### src/rtl/fios_res_collector.sv
// ---------------------------------------------------------------------------
// fios_res_collector
//
// Downstream stage of the FIOS Montgomery multiplier (NOCASC variant).
// Captures s 17-bit result words pushed serially (least-significant first),
// assembles them into one s*17-bit operand and presents it with valid/ready.
//
// Optional feature (macro FIOS_RES_SUB_EN): the final Montgomery conditional
// subtraction R >= p ? R-p : R is computed word by word as results arrive.
//
// Handshake: res_o is offered while res_valid_o is high and is held stable
// until the cycle where res_valid_o && res_ready_i, which is the transfer.
//
// Ports:
//   clock_i      rising-edge clock
//   reset_i      synchronous active-high reset
//   start_i      arm for a new result (restarts an ongoing collection)
//   RES_push_i   one pulse per result word, RES_i valid in that cycle
//   RES_i        17-bit result word
//   done_i       end-of-result marker from the multiplier
//   p_i          modulus (word k at [17k+16:17k]), used with FIOS_RES_SUB_EN
//   res_o        assembled result (word k at [17k+16:17k])
//   res_valid_o  result offered to the consumer
//   res_ready_i  consumer accepts the result
//   busy_o       collecting words
//   short_o      sticky: done_i before all s words arrived
//   overrun_o    sticky: RES_push_i while not collecting
//   state_o      debug view of the FSM state
// ---------------------------------------------------------------------------
module fios_res_collector #(
    parameter int s = 8
) (
    input  logic              clock_i,
    input  logic              reset_i,
    input  logic              start_i,
    input  logic              RES_push_i,
    input  logic [16:0]       RES_i,
    input  logic              done_i,
    input  logic [s*17-1:0]   p_i,
    output logic [s*17-1:0]   res_o,
    output logic              res_valid_o,
    input  logic              res_ready_i,
    output logic              busy_o,
    output logic              short_o,
    output logic              overrun_o,
    output logic [1:0]        state_o
);

    localparam int CW = $clog2(s + 1);
    localparam logic [CW-1:0] LAST = CW'(s - 1);

    localparam logic [1:0] ST_IDLE    = 2'd0;
    localparam logic [1:0] ST_COLLECT = 2'd1;
    localparam logic [1:0] ST_VALID   = 2'd2;

    logic [1:0]      state_q, state_d;
    logic [CW-1:0]   cnt_q, cnt_d;
    logic [s*17-1:0] raw_q, raw_d;
    logic            short_q, short_d;
    logic            over_q, over_d;
    logic            word_we;
    logic            arm;

`ifdef FIOS_RES_SUB_EN
    logic [s*17-1:0] diff_q, diff_d;
    logic            borrow_q, borrow_d;
    logic [16:0]     p_word;
    logic [17:0]     diff;

    // Modulus word matching the slot being written.
    always_comb begin
        p_word = 17'd0;
        for (int k = 0; k < s; k++) begin
            if (cnt_q == CW'(k)) begin
                p_word = p_i[k*17 +: 17];
            end
        end
    end

    // Bit 17 of the 18-bit difference is the borrow out of this word.
    assign diff = {1'b0, RES_i} - {1'b0, p_word} - {17'd0, borrow_q};
`else
    logic unused_p;
    assign unused_p = ^p_i;
`endif

    always_comb begin
        state_d = state_q;
        cnt_d   = cnt_q;
        raw_d   = raw_q;
        short_d = short_q;
        over_d  = over_q;
        word_we = 1'b0;
        arm     = 1'b0;
`ifdef FIOS_RES_SUB_EN
        diff_d   = diff_q;
        borrow_d = borrow_q;
`endif
        case (state_q)
            ST_IDLE: begin
                if (start_i) begin
                    arm     = 1'b1;
                    short_d = 1'b0;
                    over_d  = 1'b0;
                    state_d = ST_COLLECT;
                end else if (RES_push_i) begin
                    over_d = 1'b1;
                end
            end
            ST_COLLECT: begin
                // Restart wins over a coinciding push; that word is dropped.
                if (start_i) begin
                    arm = 1'b1;
                end else begin
                    if (RES_push_i) begin
                        word_we = 1'b1;
                        cnt_d   = cnt_q + CW'(1);
                    end
                    // done_i alongside the last push is the normal ending.
                    if (RES_push_i && cnt_q == LAST) begin
                        state_d = ST_VALID;
                    end else if (done_i) begin
                        short_d = 1'b1;
                        state_d = ST_IDLE;
                    end
                end
            end
            ST_VALID: begin
                if (RES_push_i) begin
                    over_d = 1'b1;
                end
                if (res_ready_i) begin
                    if (start_i) begin
                        arm     = 1'b1;
                        state_d = ST_COLLECT;
                    end else begin
                        state_d = ST_IDLE;
                    end
                end
            end
            default: state_d = ST_IDLE;
        endcase

        for (int k = 0; k < s; k++) begin
            if (word_we && cnt_q == CW'(k)) begin
                raw_d[k*17 +: 17] = RES_i;
`ifdef FIOS_RES_SUB_EN
                diff_d[k*17 +: 17] = diff[16:0];
`endif
            end
        end
`ifdef FIOS_RES_SUB_EN
        if (word_we) begin
            borrow_d = diff[17];
        end
`endif

        if (arm) begin
            cnt_d = '0;
`ifdef FIOS_RES_SUB_EN
            borrow_d = 1'b0;
`endif
        end
    end

    always_ff @(posedge clock_i) begin
        if (reset_i) begin
            state_q <= ST_IDLE;
            cnt_q   <= '0;
            raw_q   <= '0;
            short_q <= 1'b0;
            over_q  <= 1'b0;
`ifdef FIOS_RES_SUB_EN
            diff_q   <= '0;
            borrow_q <= 1'b0;
`endif
        end else begin
            state_q <= state_d;
            cnt_q   <= cnt_d;
            raw_q   <= raw_d;
            short_q <= short_d;
            over_q  <= over_d;
`ifdef FIOS_RES_SUB_EN
            diff_q   <= diff_d;
            borrow_q <= borrow_d;
`endif
        end
    end

`ifdef FIOS_RES_SUB_EN
    // A final borrow means R < p, so the raw words are already reduced.
    assign res_o = borrow_q ? raw_q : diff_q;
`else
    assign res_o = raw_q;
`endif
    assign res_valid_o = (state_q == ST_VALID);
    assign busy_o      = (state_q == ST_COLLECT);
    assign short_o     = short_q;
    assign overrun_o   = over_q;
    assign state_o     = state_q;

endmodule
### config.mk
export PLATFORM = sky130hd
export DESIGN_NAME = fios_res_collector
export DESIGN_NICKNAME = d
export VERILOG_FILES = /design/src/rtl/fios_res_collector.sv
export SDC_FILE = /design/constraint.sdc
export NUM_CORES = 1
export LEC_CHECK = 0
export CAP_MARGIN = 0
export CORE_UTILIZATION = 40
export DETAILED_ROUTE_END_ITERATION = 7
export PLACE_DENSITY = 0.84
export SLEW_MARGIN = 0
export SYNTH_ARGS = -nofsm -noshare
export SYNTH_HDL_FRONTEND = slang
export SYNTH_SLANG_ARGS = --single-unit
### constraint.sdc
create_clock -name clock_i -period 1.8 [get_ports clock_i]
set_input_delay 0.36 -clock clock_i [delete_from_list [all_inputs] [get_ports clock_i]]
set_output_delay 0.36 -clock clock_i [all_outputs]
set_load 0.02 [all_outputs]
==> flow_summary.json <==
{
  "synth.area.top_cells": "dfxtp_1 (49%), mux2i_1 (23%), nand2b_1 (17%)",
  "clockRootBuffer": "clkbuf_16",
  "rsz0062_at_grt": "no",
  "synth_compound_area_frac": 0.0146,
  "synth-simple-area-share": 0.193,
  "htreeDepth": 4,
  "final_core_util": 0.595,
  "synth_top_area_share": 0.493,
  "cts_tree": "yes",
  "nets": 856,
  "synth_edf_count": 0,
  "p_leak_nw": 4.07,
  "synth_flop_cell": "dfxtp_1",
  "finalSetupViolCount": 0,
  "synth_top_family_by_area": "multiplexers",
  "post-place-ws_ns": -0.254,
  "drc_errors": 0,
  "gp_routability_congestion": 0.769,
  "drv_slew": 0,
  "stdcell_count": 886,
  "crit_path_max_fanout": 2,
  "fill_cells": 1151,
  "period_share": 0.980,
  "switching_share": 0.216,
  "power.switching_mw": 1.53,
  "final_common_cell": "nand2b_1",
  "synth_cell_type_count": 30,
  "p_clk_frac": 0.503,
  "max_stage_delay_ns": 0.65,
  "vias_per_cell": 4.88,
  "syn_area_sq_um": 5840,
  "worstMarginPinSlew_ns": 0.546,
  "holdBufCountCts": 0,
  "grt.overflow.total": 0,
  "cp.arrival_ns": 1.40,
  "dp_cells": 854,
  "path_clk_slew_ns": 0.06,
  "crit_chain": "clkdlybuf4s50_1",
  "antenna_found_initial": 0,
  "final_hold_viol_count": 0,
  "synth_seq_cells": 144,
  "drtAntennaViolNets": 0,
  "synth_fa_ha_area_frac": 0.00857,
  "io_buffers": 164,
  "numClockSinks": 144,
  "path_class": "register to output pin",
  "crit_path_end_kind": "output pin",
  "fin_ws_ns": 0.0352,
  "max_freq_mhz": 567,
  "status": "finished clean",
  "die_h_microns": 123,
  "cts_max_path_buffers": 2,
  "path_buf_inv": 1,
  "drv_cap": 0,
  "start_util": 0.416,
  "min_path_type": "primary input to register",
  "via_count": 4320,
  "routed_wl_microns": 15300,
  "syn-num-nets": 696,
  "synthArstFlopShare": 0,
  "drt_iter0_markers": 191,
  "final.setup_skew_ns": 0.00798,
  "wl_per_cell_microns": 17.2,
  "ys_warn_count": 0,
  "p_comb_frac": 0.045,
  "top_level_ports": 301,
  "irDropWorstVdd_mv": 0.580,
  "reg2reg_slack_ns": 0.21,
  "powerDensity_nw_per_um2": 851,
  "path_delay_family": "buffers and inverters",
  "die_x_microns": 123,
  "track_usage": 0.211,
  "detailed_place_hpwl_microns": 10800,
  "cp-start-kind": "register",
  "dr.pass1.iters": 4,
  "final_cell_mix": "nand2b_1 (156), dfxtp_1 (143), clkdlybuf4s50_1 (141)",
  "synthToLayoutAreaGrowth_pct": 43.0,
  "grt_max_degree": 62,
  "grt_pass1_wl_microns": 23800,
  "critical-path-slowest-cell": "clkdlybuf4s50_1",
  "synth_seq_area_share": 0.493,
  "critPathRequiredTime_ns": 1.44,
  "stdcell_area_sq_um": 8360,
  "relSlewSlack": 0.636,
  "die_area_sq_um": 15100,
  "grt_pass1_vias": 4364,
  "synth_xor_area_frac": 0.00150,
  "avgSynthCellArea_sq_um": 11.0,
  "period_needed_ns": 1.76,
  "synthMuxAreaShare": 0.235,
  "clock_latency_ns": 0.42,
  "rows": 43,
  "syn_inst": 533,
  "intPower_mw": 5.58,
  "numCtsBuffers": 17,
  "yosysTopAreaCell": "dfxtp_1",
  "placed_cell_area_sq_um": 7710,
  "layout-drive-gt1-share": 0.0949,
  "pwr-share-seq": 0.452,
  "core_area_sq_um": 14000,
  "diodes": 0
}
-- registers in the layout, summed over array words and instances (netlist names) --
register,cells
overrun_o,1
cnt_q,4
short_o,1
state_o,2
res_o,136
-- routing by layer --
metal	GRT usage	wire length [microns]	up-vias	part of all wire
li1	-	-	2072	-
met4	0.0877	269	0	0.018
met3	0.0818	1360	17	0.089
met5	0	0	-	0
met2	0.322	6880	155	0.45
met1	0.264	6760	2076	0.44
-- final cells by class --
type | count | area (sq um) | area share
clock buffer | 19 | 443 | 0.0530
clock inverter | 13 | 164 | 0.0196
inverter | 4 | 15.0 | 0.00180
multi-input combinational | 333 | 2640 | 0.316
sequential | 144 | 2880 | 0.345
tap | 180 | 225 | 0.0270
timing repair buffer | 193 | 1980 | 0.237
-- cells by family (layout without fill, tap and decap cells) --
family                     after synthesis  after routing
buffers and inverters                   56            229
adders and majority gates                4              4
xor gates and xnor gates                 1              1
AOI/OAI and AO/OA                       12             12
and+or+nand+nor                        179            179
muxes                                  137            137
DFF                                    144            144
-- worst reg2reg max path, cell delays in order (launching register included) --
cell and delay [ns]:
dfxtp_2 0.35, buf_4 0.13, and4bb_1 0.19, buf_4 0.18, nand3_1 0.21, buf_4 0.26, mux2i_1 0.13
-- power groups by stage --
stage / registers [mW] / logic (mW) / clock network [mW]
after floorplan: 3.30 / 0.172 / 0
after global placement: 3.28 / 0.318 / 0
after detailed placement: 3.28 / 0.325 / 0
after CTS: 3.21 / 0.326 / 3.64
after global routing: 3.21 / 0.346 / 3.80
final: 3.21 / 0.323 / 3.58
-- final timing paths --
path,startpoint,to,cells past startpoint
hold reg to reg,res_o[119],res_o[119],2
setup reg to reg,state_o[0],res_o[44],6
setup / recovery,res_o[20],res_o[20],1
hold / removal,reset_i,state_o[1],2
-- synthesized netlist by cell type, drive strengths merged (2+ instances only) --
cell type  count
nand2b       156
a311oi         2
inv            4
and3           2
nor2           2
ha             4
clkbuf        24
dfxtp        144
and2b          2
nand3          9
mux2i        137
or3            2
o21a           2
nor3           2
a211oi         2
o21ai          2
a21oi          2
buf           28
-- through the flow --
| stage | hold WS, ns | power (mW) | setup TNS [ns] |
|---|---|---|---|
| after global placement | 0.458 | 3.60 | -10.46 |
| after CTS | 0.435 | 7.18 | 0 |
| after detailed placement | 0.464 | 3.61 | -15.57 |
| after floorplan | 0.481 | 3.47 | 0 |
| after global routing | 0.491 | 7.35 | 0 |
| final | 0.460 | 7.11 | 0 |
-- timing repair --
item                                    CTS  global route
pin swaps                                 0             0
gates resized for setup                   6            21
setup buffers                             0             0
endpoints found under the setup margin    4            20
Power figures use the tool's default switching activity.
==> edit (same settings) <==
The option `FIOS_RES_SUB_EN` is turned on by a define.
--- a/src/rtl/fios_res_collector.sv
+++ b/src/rtl/fios_res_collector.sv
@@ -27,6 +27,8 @@
 //   overrun_o    sticky: RES_push_i while not collecting
 //   state_o      debug view of the FSM state
 // ---------------------------------------------------------------------------
+`define FIOS_RES_SUB_EN
+
 module fios_res_collector #(
     parameter int s = 8
 ) (
Behaviour: not the same (Yosys sat finds a counterexample within 4 cycles, from zero or initial values and one cycle with reset_i high).
==> edit against the unedited design <==
The flow now finishes with violations (setup timing); routed wire length rose to 4.1 times the old value; area after synthesis rose to 2.5 times the old value; die area rose by 150%; worst setup slack got worse by 2.6 ns; combinational power rose to 12 times the old value; sequential cell count rose by 137; critical path depth rose by 16; largest power group unchanged; maximum frequency fell by 59%; power rose by 150%; design area rose to 2.6 times the old value; non-clock buffer count rose by 364.
==> edit: results (changes against the unedited design) <==
stage,metric,value,unit,change
run_status,status,"finished, violations left",,was finished clean
run_status,failing checks,setup timing,,
placed_design,gpl congestion,0.991,,was 0.769
pwr,Comb power,0.00386,W,was 0.000323 W
critical_path,max incr delay on CP,0.47,ns,was 0.65 ns
critical_path,Worst Path Arrival,4.81,ns,was 1.40 ns
final_layout,fillers,2992,,was 1151
routing,met2 WL,28.4,mm,was 6.88 mm
clock_tree,Num CTS Buffers,29,,was 17
critical_path,"delay-heaviest family, CP",compound AO/OA/AOI/OAI gates,,was buffers and inverters
critical_path,reg2reg path depth,17,,was 6
sta,Final Skew,0.0138,ns,was 0.00798 ns
global_route,first-pass GRT wire length,91.4,mm,was 23.8 mm
logic_synthesis,Synth area leaders,"dfxtp_1, nand2_1, mux2_2",,"was dfxtp_1, mux2i_1, nand2b_1"
logic_synthesis,fraction of the mapped netlist area in adder cells,3.32,%,was 0.857%
global_route,met1 Use GR,39.0,%,was 26.4%
logic_synthesis,Compound-Gate Fraction of Synth Area,21.3,%,was 1.46%
placed_design,dpl hpwl,45.2,mm,was 10.8 mm
sta,endpoints failing setup,373,,was 0
sta,setup TNS,-425.72,ns,was 0 ns
clock_tree,setup bufs post-CTS,2,,was 0
clock_tree,clock latency on the worst-skew pair,0.55,ns,was 0.42 ns
final_layout,final layout net count,2448,,was 856
critical_path,end point of the critical path,diff_q[33],,was res_o[20]
global_route,met2 global-route usage,51.5,%,was 32.2%
logic_synthesis,syn nets,2041,,was 696
logic_synthesis,mux cell area share after synthesis,10.4,%,was 23.5%
placed_design,Port Buffers,300,,was 164
sta,Final WS setup,-2.56,ns,was 0.0352 ns
logic_synthesis,Synth Instances,1844,,was 533
logic_synthesis,library cells used by synthesis,63,,was 30
logic_synthesis,Synth top cells by count,"nand2_1, dfxtp_1, a21oi_1",,"was nand2b_1, dfxtp_1, mux2i_1"
routing,first-pass iteration count of the detailed router,8,,was 4
clock_tree,cts repair resizes,124,,was 6
critical_path,crit-path max FO,11,,was 2
routing,vias post-DR,16112,,was 4320
routing,wl on met1,23.4,mm,was 6.76 mm
clock_tree,clk buf depth,3,,was 2
worst_hold_path,end of the worst hold path,diff_q[120],,was state_o[1]
pwr,cell internal pwr,0.0126,W,was 0.00558 W
critical_path,r2r startpoint,cnt_q[1],,was state_o[0]
global_route,total track usage,31.5,%,was 21.1%
clock_tree,H-tree depth,1,,was 4
logic_synthesis,most frequent cell after synthesis,nand2_1,,was nand2b_1
routing,Iteration-0 DRC Markers,1474,,was 191
logic_synthesis,sequential fraction of the synthesis area,38.1,%,was 49.3%
global_route,largest net degree at the start of global routing,73,,was 62
routing,Detailed Route WL,62.1,mm,was 15.3 mm
pwr,VDD IR-drop max,0.000754,V,was 0.000580 V
pwr,P_leak,8.47,nW,was 4.07 nW
worst_hold_path,hold wc startpoint,reset_i,,unchanged
final_layout,share of cells above drive strength 1,24.6,%,was 9.49%
edit: changes by cell type in the layout (fill, tap and decap cells not counted), sizes merged, moves of 62 or more:
cell	delta
clkdlybuf4s50	+94
a21oi	+240
nor2	+62
nand2	+409
nand2b	-149
dfxtp	+137
mux2i	-137
buf	+234
mux2	+136
edit: metrics by stage:
stage | setup slack, ns | total power [W] | instance area, sq um | std cells | hold slack [ns]
global route | -2.82 | 0.0178 | 21800 | 2742 | 0.131
floorplan | -2.85 | 0.00781 | 15000 | 1844 | 0.428
finish | -2.56 | 0.0174 | 21800 | 2742 | 0.134
CTS | -2.51 | 0.0172 | 21500 | 2740 | 0.125
detailed placement | -2.89 | 0.00994 | 20200 | 2684 | 0.440
global placement | -2.85 | 0.00990 | 20200 | 2684 | 0.432
edit: final cells by class:
cell class	instances	area (sq um)	share of cell area, %
tap	468	586	2.69
clock inverter	18	384	1.76
sequential	281	5640	25.9
clock buffer	36	782	3.59
inverter	59	226	1.04
timing repair buffer	557	5440	25.0
multi-input combinational	1323	8740	40.1
